==> config.mk <==
export PLATFORM = sky130hd
export DESIGN_NAME = alu_sequencer
export DESIGN_NICKNAME = d
export VERILOG_FILES = /design/src/rtl/alu_sequencer.sv
export SDC_FILE = /design/constraint.sdc
export NUM_CORES = 1
export LEC_CHECK = 0
export ABC_AREA = 1
export ABC_CLOCK_PERIOD_IN_PS = 2200
export BUFFER_PORTS_ARGS = -buffer_cell sky130_fd_sc_hd__buf_4
export CAP_MARGIN = 20
export CORE_UTILIZATION = 35
export DETAILED_ROUTE_END_ITERATION = 16
export GPL_TIMING_DRIVEN = 0
export PLACE_DENSITY = 0.49
export SYNTH_ARGS = -nofsm -noshare
export SYNTH_HDL_FRONTEND = slang
export SYNTH_SLANG_ARGS = --single-unit
==> constraint.sdc <==
create_clock -name clk -period 2.2 [get_ports clk]
set_input_delay 0 -clock clk [delete_from_list [all_inputs] [get_ports clk]]
set_output_delay 0 -clock clk [all_outputs]
set_load 0.01 [all_outputs]
==> src/rtl/alu_sequencer.sv <==
// alu_sequencer: program-driven initiator for the 8-bit registered ALU.
// Fetches 16-bit instructions, issues ALU ops, writes results back into R0..R7.
module alu_sequencer #(
  parameter int ALU_LAT = 2
) (
  input  logic        clk,
  input  logic        rst_n,
  input  logic        start,
  output logic        busy,
  output logic        done,
  input  logic        prog_we,
  input  logic [3:0]  prog_addr,
  input  logic [15:0] prog_wdata,
  input  logic [2:0]  dbg_addr,
  output logic [7:0]  dbg_data,
  output logic [7:0]  alu_a,
  output logic [7:0]  alu_b,
  output logic [3:0]  alu_s,
  output logic        alu_en,
  input  logic [15:0] alu_y,
  input  logic        alu_carry,
  input  logic        alu_zero,
  output logic        carry_f,
  output logic        zero_f
);
  localparam int CW = $clog2(ALU_LAT + 1) + 1;
  localparam logic [2:0] IDLE  = 3'd0;
  localparam logic [2:0] FETCH = 3'd1;
  localparam logic [2:0] EXEC  = 3'd2;
  localparam logic [2:0] WAIT  = 3'd3;
  localparam logic [2:0] WB    = 3'd4;
  logic [2:0]    state;
  logic [3:0]    pc;
  logic [15:0]   ir;
  logic [CW-1:0] cnt;
  logic [15:0]   prog [16];
  logic [7:0]    r [8];
  logic [2:0]    rd, rd_hi;
  logic          br_take;
  assign rd       = ir[9:7];
  assign rd_hi    = rd + 3'd1;
  assign dbg_data = r[dbg_addr];
  assign alu_en   = !busy;
  always_comb br_take = ir[13:12] == 2'b00 ? 1'b1 :
                        ir[13:12] == 2'b01 ? zero_f :
                        ir[13:12] == 2'b10 ? carry_f : !zero_f;
  // program memory survives reset so a reset run can restart the same code
  always_ff @(posedge clk)
    if (prog_we && !busy) prog[prog_addr] <= prog_wdata;
  always_ff @(posedge clk or negedge rst_n) begin
    if (!rst_n) begin
      state   <= IDLE;
      pc      <= '0;
      ir      <= '0;
      cnt     <= '0;
      busy    <= 1'b0;
      done    <= 1'b0;
      alu_a   <= '0;
      alu_b   <= '0;
      alu_s   <= '0;
      carry_f <= 1'b0;
      zero_f  <= 1'b0;
      for (int i = 0; i < 8; i++) r[i] <= '0;
    end else begin
      done <= 1'b0;
      case (state)
        IDLE: if (start) begin
          state <= FETCH;
          pc    <= '0;
          busy  <= 1'b1;
        end
        FETCH: begin
          ir    <= prog[pc];
          state <= EXEC;
        end
        EXEC: case (ir[15:14])
          2'b00: begin
            alu_a <= r[ir[6:4]];
            alu_b <= r[ir[3:1]];
            alu_s <= ir[13:10];
            cnt   <= '0;
            state <= WAIT;
          end
          2'b01: begin
            r[ir[13:11]] <= ir[7:0];
            pc           <= pc + 4'd1;
            state        <= FETCH;
          end
          2'b10: begin
            pc    <= br_take ? ir[3:0] : pc + 4'd1;
            state <= FETCH;
          end
          default: begin
            busy  <= 1'b0;
            done  <= 1'b1;
            state <= IDLE;
          end
        endcase
        WAIT: if (cnt == CW'(ALU_LAT)) state <= WB;
              else cnt <= cnt + CW'(1);
        WB: begin
          r[rd] <= alu_y[7:0];
          if (ir[0]) r[rd_hi] <= alu_y[15:8];
          carry_f <= alu_carry;
          zero_f  <= alu_zero;
          pc      <= pc + 4'd1;
          state   <= FETCH;
        end
        default: state <= IDLE;
      endcase
    end
  end
endmodule

### After elaboration in Yosys (flattened, before gate mapping)

Memories as Yosys holds them, arrays and structs flattened. A register that Yosys moved wholly into a read port is not among the register bits.
Cells that the tools add are included.
Widths: inputs -> output; s select.

| storage, ports and cells | value |
|---|---|
| memory bits (writable) | 256 |
| bits in registers | 98 |
| memories kept | 1 |
| logic and storage cells | 117 |
| output and inout port bits | 33 |

Memory list:

| memory | depth | bits a word | read ports | clocked after Yosys merged registers in | write ports | line | RTL |
|---|---|---|---|---|---|---|---|
| prog | 16 | 16 | 1 | 1 | 1 | 36 | `logic [15:0] prog [16];` |

| operators by class | value |
|---|---|
| reduce and logical (&&, ||, !) cells | 22 |
| magnitude comparators | 9 |
| equal/unequal tests | 16 |
| bitwise operators | 6 |
| add/sub/neg operators | 3 |
| muxes and demuxes | 42 |

Operators by type and width:

| kind | number |
|---|---|
| $bwmux 64 | 3 |
| $mux 64 | 2 |
| $pmux 64 s2 | 1 |
| $bmux 8 s3 | 3 |
| $demux 8 s3 | 3 |
| $mux 8 | 9 |
| $ge 4x4->1 const B | 6 |
| $not 3->4 | 6 |
| $pmux 3 s5 | 1 |
| $lt 4x1->1 const B | 3 |
| $mux 3 | 4 |
| $ne 2x2->1 const B | 6 |
| $pmux 4 s3 | 1 |
| $eq 3x2->1 const B | 3 |
| $mux 1 | 9 |
| $reduce_and 3->1 | 3 |
| $mux 4 | 2 |
| $pmux 4 s2 | 1 |
| $add 3x1->3 const B | 2 |
| $pmux 3 s2 | 1 |
| $reduce_and 2->1 | 3 |
| $reduce_bool 2->1 | 3 |
| $add 4x1->4 const B | 1 |
| $eq 2x1->1 const B | 2 |
| other kinds (13) | 20 |

### Longest topological paths before layout

| logic depth | value |
|---|---|
| word-level depth | 9 |
| depth in mapped cells | 11 |

### Worst setup path before layout

OpenSTA, ideal clock, no wires.

| timing path | value |
|---|---|
| kind | register to register |
| start point | register busy |
| end point | memory prog[10][0], enable pin |
| cell stages (with the launch flop) | 4 |
| data required time | 1,812 ps |
| period minus slack after synthesis | 1,866 ps |
| setup time | 388 ps |
| slack | 334 ps |
| buffers on the path | 0 |
| data arrival time | 1,478 ps |
| cell sequence | dfrtp_1 -> nor2_1 -> nand3b_1 -> nor2_1 |

| between the ends | value |
|---|---|
| longest elaborated chain between the ends | 4 |

Ends and longest elaborated chain:

| item | line | RTL |
|---|---|---|
| start, declared | 9 | `output logic busy,` |
| start signal, assigned | 56 | `busy <= 1'b0;` |
| start signal, assigned | 70 | `busy <= 1'b1;` |
| start signal, assigned | 94 | `busy <= 1'b0;` |
| $logic_not 1->1 | 49 | `if (prog_we && !busy) prog[prog_addr] <= prog_wdata;` |
| $logic_and 1x1->1 | 49 |  |
| $mux 1 | 49 |  |
| $mux 1 (implied by the code) | 49 |  |
| end, declared | 36 |  |

Every way passes these cells.

==> metrics.md <==
| Metric | Value |
|---|---|
| Status | finished, final reports clean |
| Post-route cell area | 0.0226 sq mm |
| PortBufs | 75 |
| Final Non-Filler Cells | 3,194 |
| CP Class | register to register |
| DRT iter0 DRCs | 1,534 |
| Top Metal Used | met5 |
| Syn avg cell area | 8.23 sq um |
| Initial antenna violation count | 1 |
| Clock Skews | 0.0120 ns |
| Root buffer cell | clkbuf_16 |
| Combinational group share of total power | 0.441 |
| Register area share after synthesis | 0.555 |
| Sw Ratio | 0.458 |
| Mapped Area | 0.0190 sq mm |
| Synth area leaders | edfxtp_1 (41%), dfrtp_1 (15%), nand2_1 (15%), nand3_1 (6.6%), nor2_1 (5.3%) |
| Synthesis-to-layout area growth | 19.0% |
| Stages on worst setup path | 10 |
| Area of placed instances | 0.0208 sq mm |
| Internal power | 16.3 mW |
| Final worst-path cycle share | 0.949 |
| WP buf/inv | 4 |
| Clock Path Buffers | 3 |
| First-pass GRT wire length | 108,000 um |
| Slew @ Worst Pin | 0.987 ns |
| Pleak | 9.51 nW |
| Hpwl dp | 52,200 um |
| Reg2Reg Depth | 10 |
| Number of vias per cell | 5.24 |
| Number of enable flip-flop cells after synthesis | 256 |
| CTS Sinks | 370 |
| Total GRT Usage | 0.264 |
| R2R setup slack | 0.11 ns |
| Std cell rows | 84 |
| Final net count | 2,532 |
| Fmax | 479 MHz |
| Async set-reset flop share out of synthesis | 0.308 |
| Grt total ovfl | 0 |
| Fin util | 0.426 |
| Area share of the largest cell type after synthesis | 0.405 |
| Worst setup SP type | register |
| FF+latch count, synth | 370 |
| Diodes inserted | 0 |
| Largest net degree at the start of global routing | 66 |
| Die H | 235 um |
| Largest delay contributor family on the critical path | buffers and inverters |
| Wire length on met3 | 3860 um |
| Placed Cells | 3,087 |
| Crit path required time | 2.64 ns |
| Core area | 0.0531 sq mm |
| Synth top cells by count | nand2_1 (752), nor2_1 (269), edfxtp_1 (256), nand3_1 (250), inv_1 (149) |
| Vias | 16,700 |
| Max Cap Viol | 0 |
| Total wire length | 72,200 um |
| Share of layout cells above drive strength 1 | 0.111 |
| Clock network power share | 0.235 |
| Syn_nets | 2,360 |
| Vias in the first global route | 16,200 |
| VDD IR max | 670 uV |
| Final min period | 2.09 ns |
| Worst EP arrival | 2.53 ns |
| Clock Latency Late Sink | 0.59 ns |
| Synth warn | 0 |
| CP Cell Sequence | buf_2 > clkinv_1 > clkbuf_4 > buf_2 > nand2_1 > nand3_1 > nand3_1 > nand2_1 > nand3_2 > o21ai_0 |
| Area leader, netlist | edfxtp_1 |
| Endpoints failing hold | 0 |
| Cell with the most instances after synthesis | nand2_1 |
| I/O pins | 78 |
| M1 WL | 30,000 um |
| Part of the power in registers | 0.324 |
| RePlAce Congestion | 0.943 |
| H-Tree Depth | 2 |
| WL met2 | 34,300 um |
| Post-DRT Antenna Nets | 0 |
| Setup violations, final | 0 |
| Psw | 13.8 mW |
| Die area | 0.0552 sq mm |
| PwrDens | 1330 mW/mm^2 |
| CP peak stage delay | 0.35 ns |
| Post-synthesis instance total | 2,307 |
| Power consumption | 30.1 mW |
| Crit path max fanout | 10 |
| Critical Path Sink Type | register |
| DRC | 0 |
| Pre-Repair DR Iteration Count | 6 |
| Die outline width | 235 um |
| RSZ-0062 raised after global routing | true |
| Max_slew headroom | 0.340 |
| Starting density of the core | 0.358 |
| Fin. max-slew vios | 0 |
| Primary FF master, synth | edfxtp_1 |
| Setup TNS | 0 ns |
| Total CTS buffers | 44 |
| CTS tree | done |
| Worst hold path class | input pin to register |
| WL per Instance | 22.6 um |
| Reg clk slew, reported paths | 0.06 ns |
| Yosys cell types | 36 |
| CP max stage cell | dfrtp_1 |
| Hold Crit Depth | 3 |
## cells by family (layout without fill, tap and decap cells)
group	after synthesis	in the layout	share of synthesized area
AND/OR/NAND/NOR	1333	1333	0.290
flip-flops	370	370	0.555
AO/OA/AOI/OAI	311	311	0.0887
buffers and inverters	284	483	0.0597
adder cells (fa/ha/maj)	8	8	0.00527
XOR/XNOR	1	1	0.000462
## what timing repair did
| action | 4_1_cts | 5_1_grt |
|---|---|---|
| gates resized for setup | 18 | 32 |
| setup buffers | 2 | 0 |
| endpoints found under the setup margin | 16 | 34 |
| pin swaps | 1 | 0 |
| hold buffers | 32 | 0 |
| hold endpoints to repair | 412 | 0 |
## final cells by class
class | count | area, sq um
Buffer | 116 | 541
Tap cell | 688 | 861
Clock inverter | 21 | 205
Inverter | 168 | 646
Clock buffer | 52 | 1150
Timing Repair Buffer | 126 | 1260
Multi-Input combinational cell | 1653 | 7380
Sequential cell | 370 | 10500
Fill cell | 5318 | 30500
## sequential cells by signal (all words and copies together), names as in the netlist
name     flops
pc           4
alu_s        4
r           64
carry_f      1
alu_b        8
alu_a        8
state        3
zero_f       1
busy         1
done         1
prog       256
ir          16
cnt          3
## power by group through the flow
| stage | clock network, mW | logic (mW) | registers, mW |
|---|---|---|---|
| 2_1_floorplan | 0 | 8.17 | 9.28 |
| 3_5_place_dp | 0 | 12.9 | 9.84 |
| 5_1_grt | 7.46 | 14.8 | 9.80 |
| 3_3_place_gp | 0 | 12.8 | 9.84 |
| 6_report | 7.06 | 13.3 | 9.74 |
| 4_1_cts | 7.19 | 13.1 | 9.71 |
## metrics by stage
stage | setup slack, ns | hold slack (ns)
6_report | 0.112 | 0.0267
4_1_cts | 0.00169 | 0.00180
3_3_place_gp | -0.723 | 0.212
5_1_grt | -0.0280 | 0.0269
3_5_place_dp | -0.318 | -0.00527
2_1_floorplan | 0.334 | -0.296
## metal layers
layer	vias to the layer above	GRT usage
li1	8010	-
met1	7935	0.332
met2	615	0.449
met3	161	0.0321
met4	2	0.130
met5	-	0
## placed cells by master (no fill, tap or decap), types with 2 or more instances in the layout
| master | instances |
|---|---|
| clkinv_4 | 3 |
| nor2_1 | 253 |
| nand2_2 | 9 |
| clkbuf_1 | 52 |
| buf_16 | 8 |
| ha_1 | 8 |
| inv_4 | 2 |
| dfrtp_1 | 114 |
| clkbuf_4 | 3 |
| nand3b_1 | 4 |
| bufinv_16 | 2 |
| buf_1 | 11 |
| buf_8 | 10 |
| nand4_1 | 37 |
| o21ai_4 | 3 |
| clkbuf_16 | 44 |
| nand3_1 | 247 |
| nand2_1 | 749 |
| clkinv_2 | 8 |
| a21oi_1 | 124 |
| dlygate4sd3_1 | 31 |
| clkbuf_8 | 2 |
| clkbuf_2 | 16 |
| inv_1 | 148 |
| buf_2 | 32 |
| nand3_2 | 4 |
| clkinvlp_4 | 3 |
| o211ai_1 | 30 |
| clkinv_1 | 12 |
| edfxtp_1 | 256 |
| buf_4 | 83 |
| nor2_2 | 24 |
| buf_6 | 2 |
| a21oi_4 | 2 |
| nand2_4 | 3 |
| o21ai_0 | 145 |
| inv_2 | 8 |
| o21ai_1 | 3 |
## final timing paths
check                                  start            to
worst max-delay path                   pc[0]         ir[6]
worst min-delay path            prog_addr[0]  prog[15][10]
worst max register to register         pc[0]         ir[6]
worst min register to register      alu_a[0]      alu_a[0]
max in group asynchronous              rst_n      alu_a[0]
min in group asynchronous              rst_n         r[12]
## worst register-to-register path, cell delays in order (launching register included)
cell      delay (ns)
dfrtp_1         0.35
buf_2           0.22
clkinv_1        0.17
clkbuf_4        0.25
buf_2           0.22
nand2_1         0.07
nand3_1         0.10
nand3_1         0.12
nand2_1         0.18
nand3_2         0.16
o21ai_0         0.10
(Power assumes the default switching activity.)
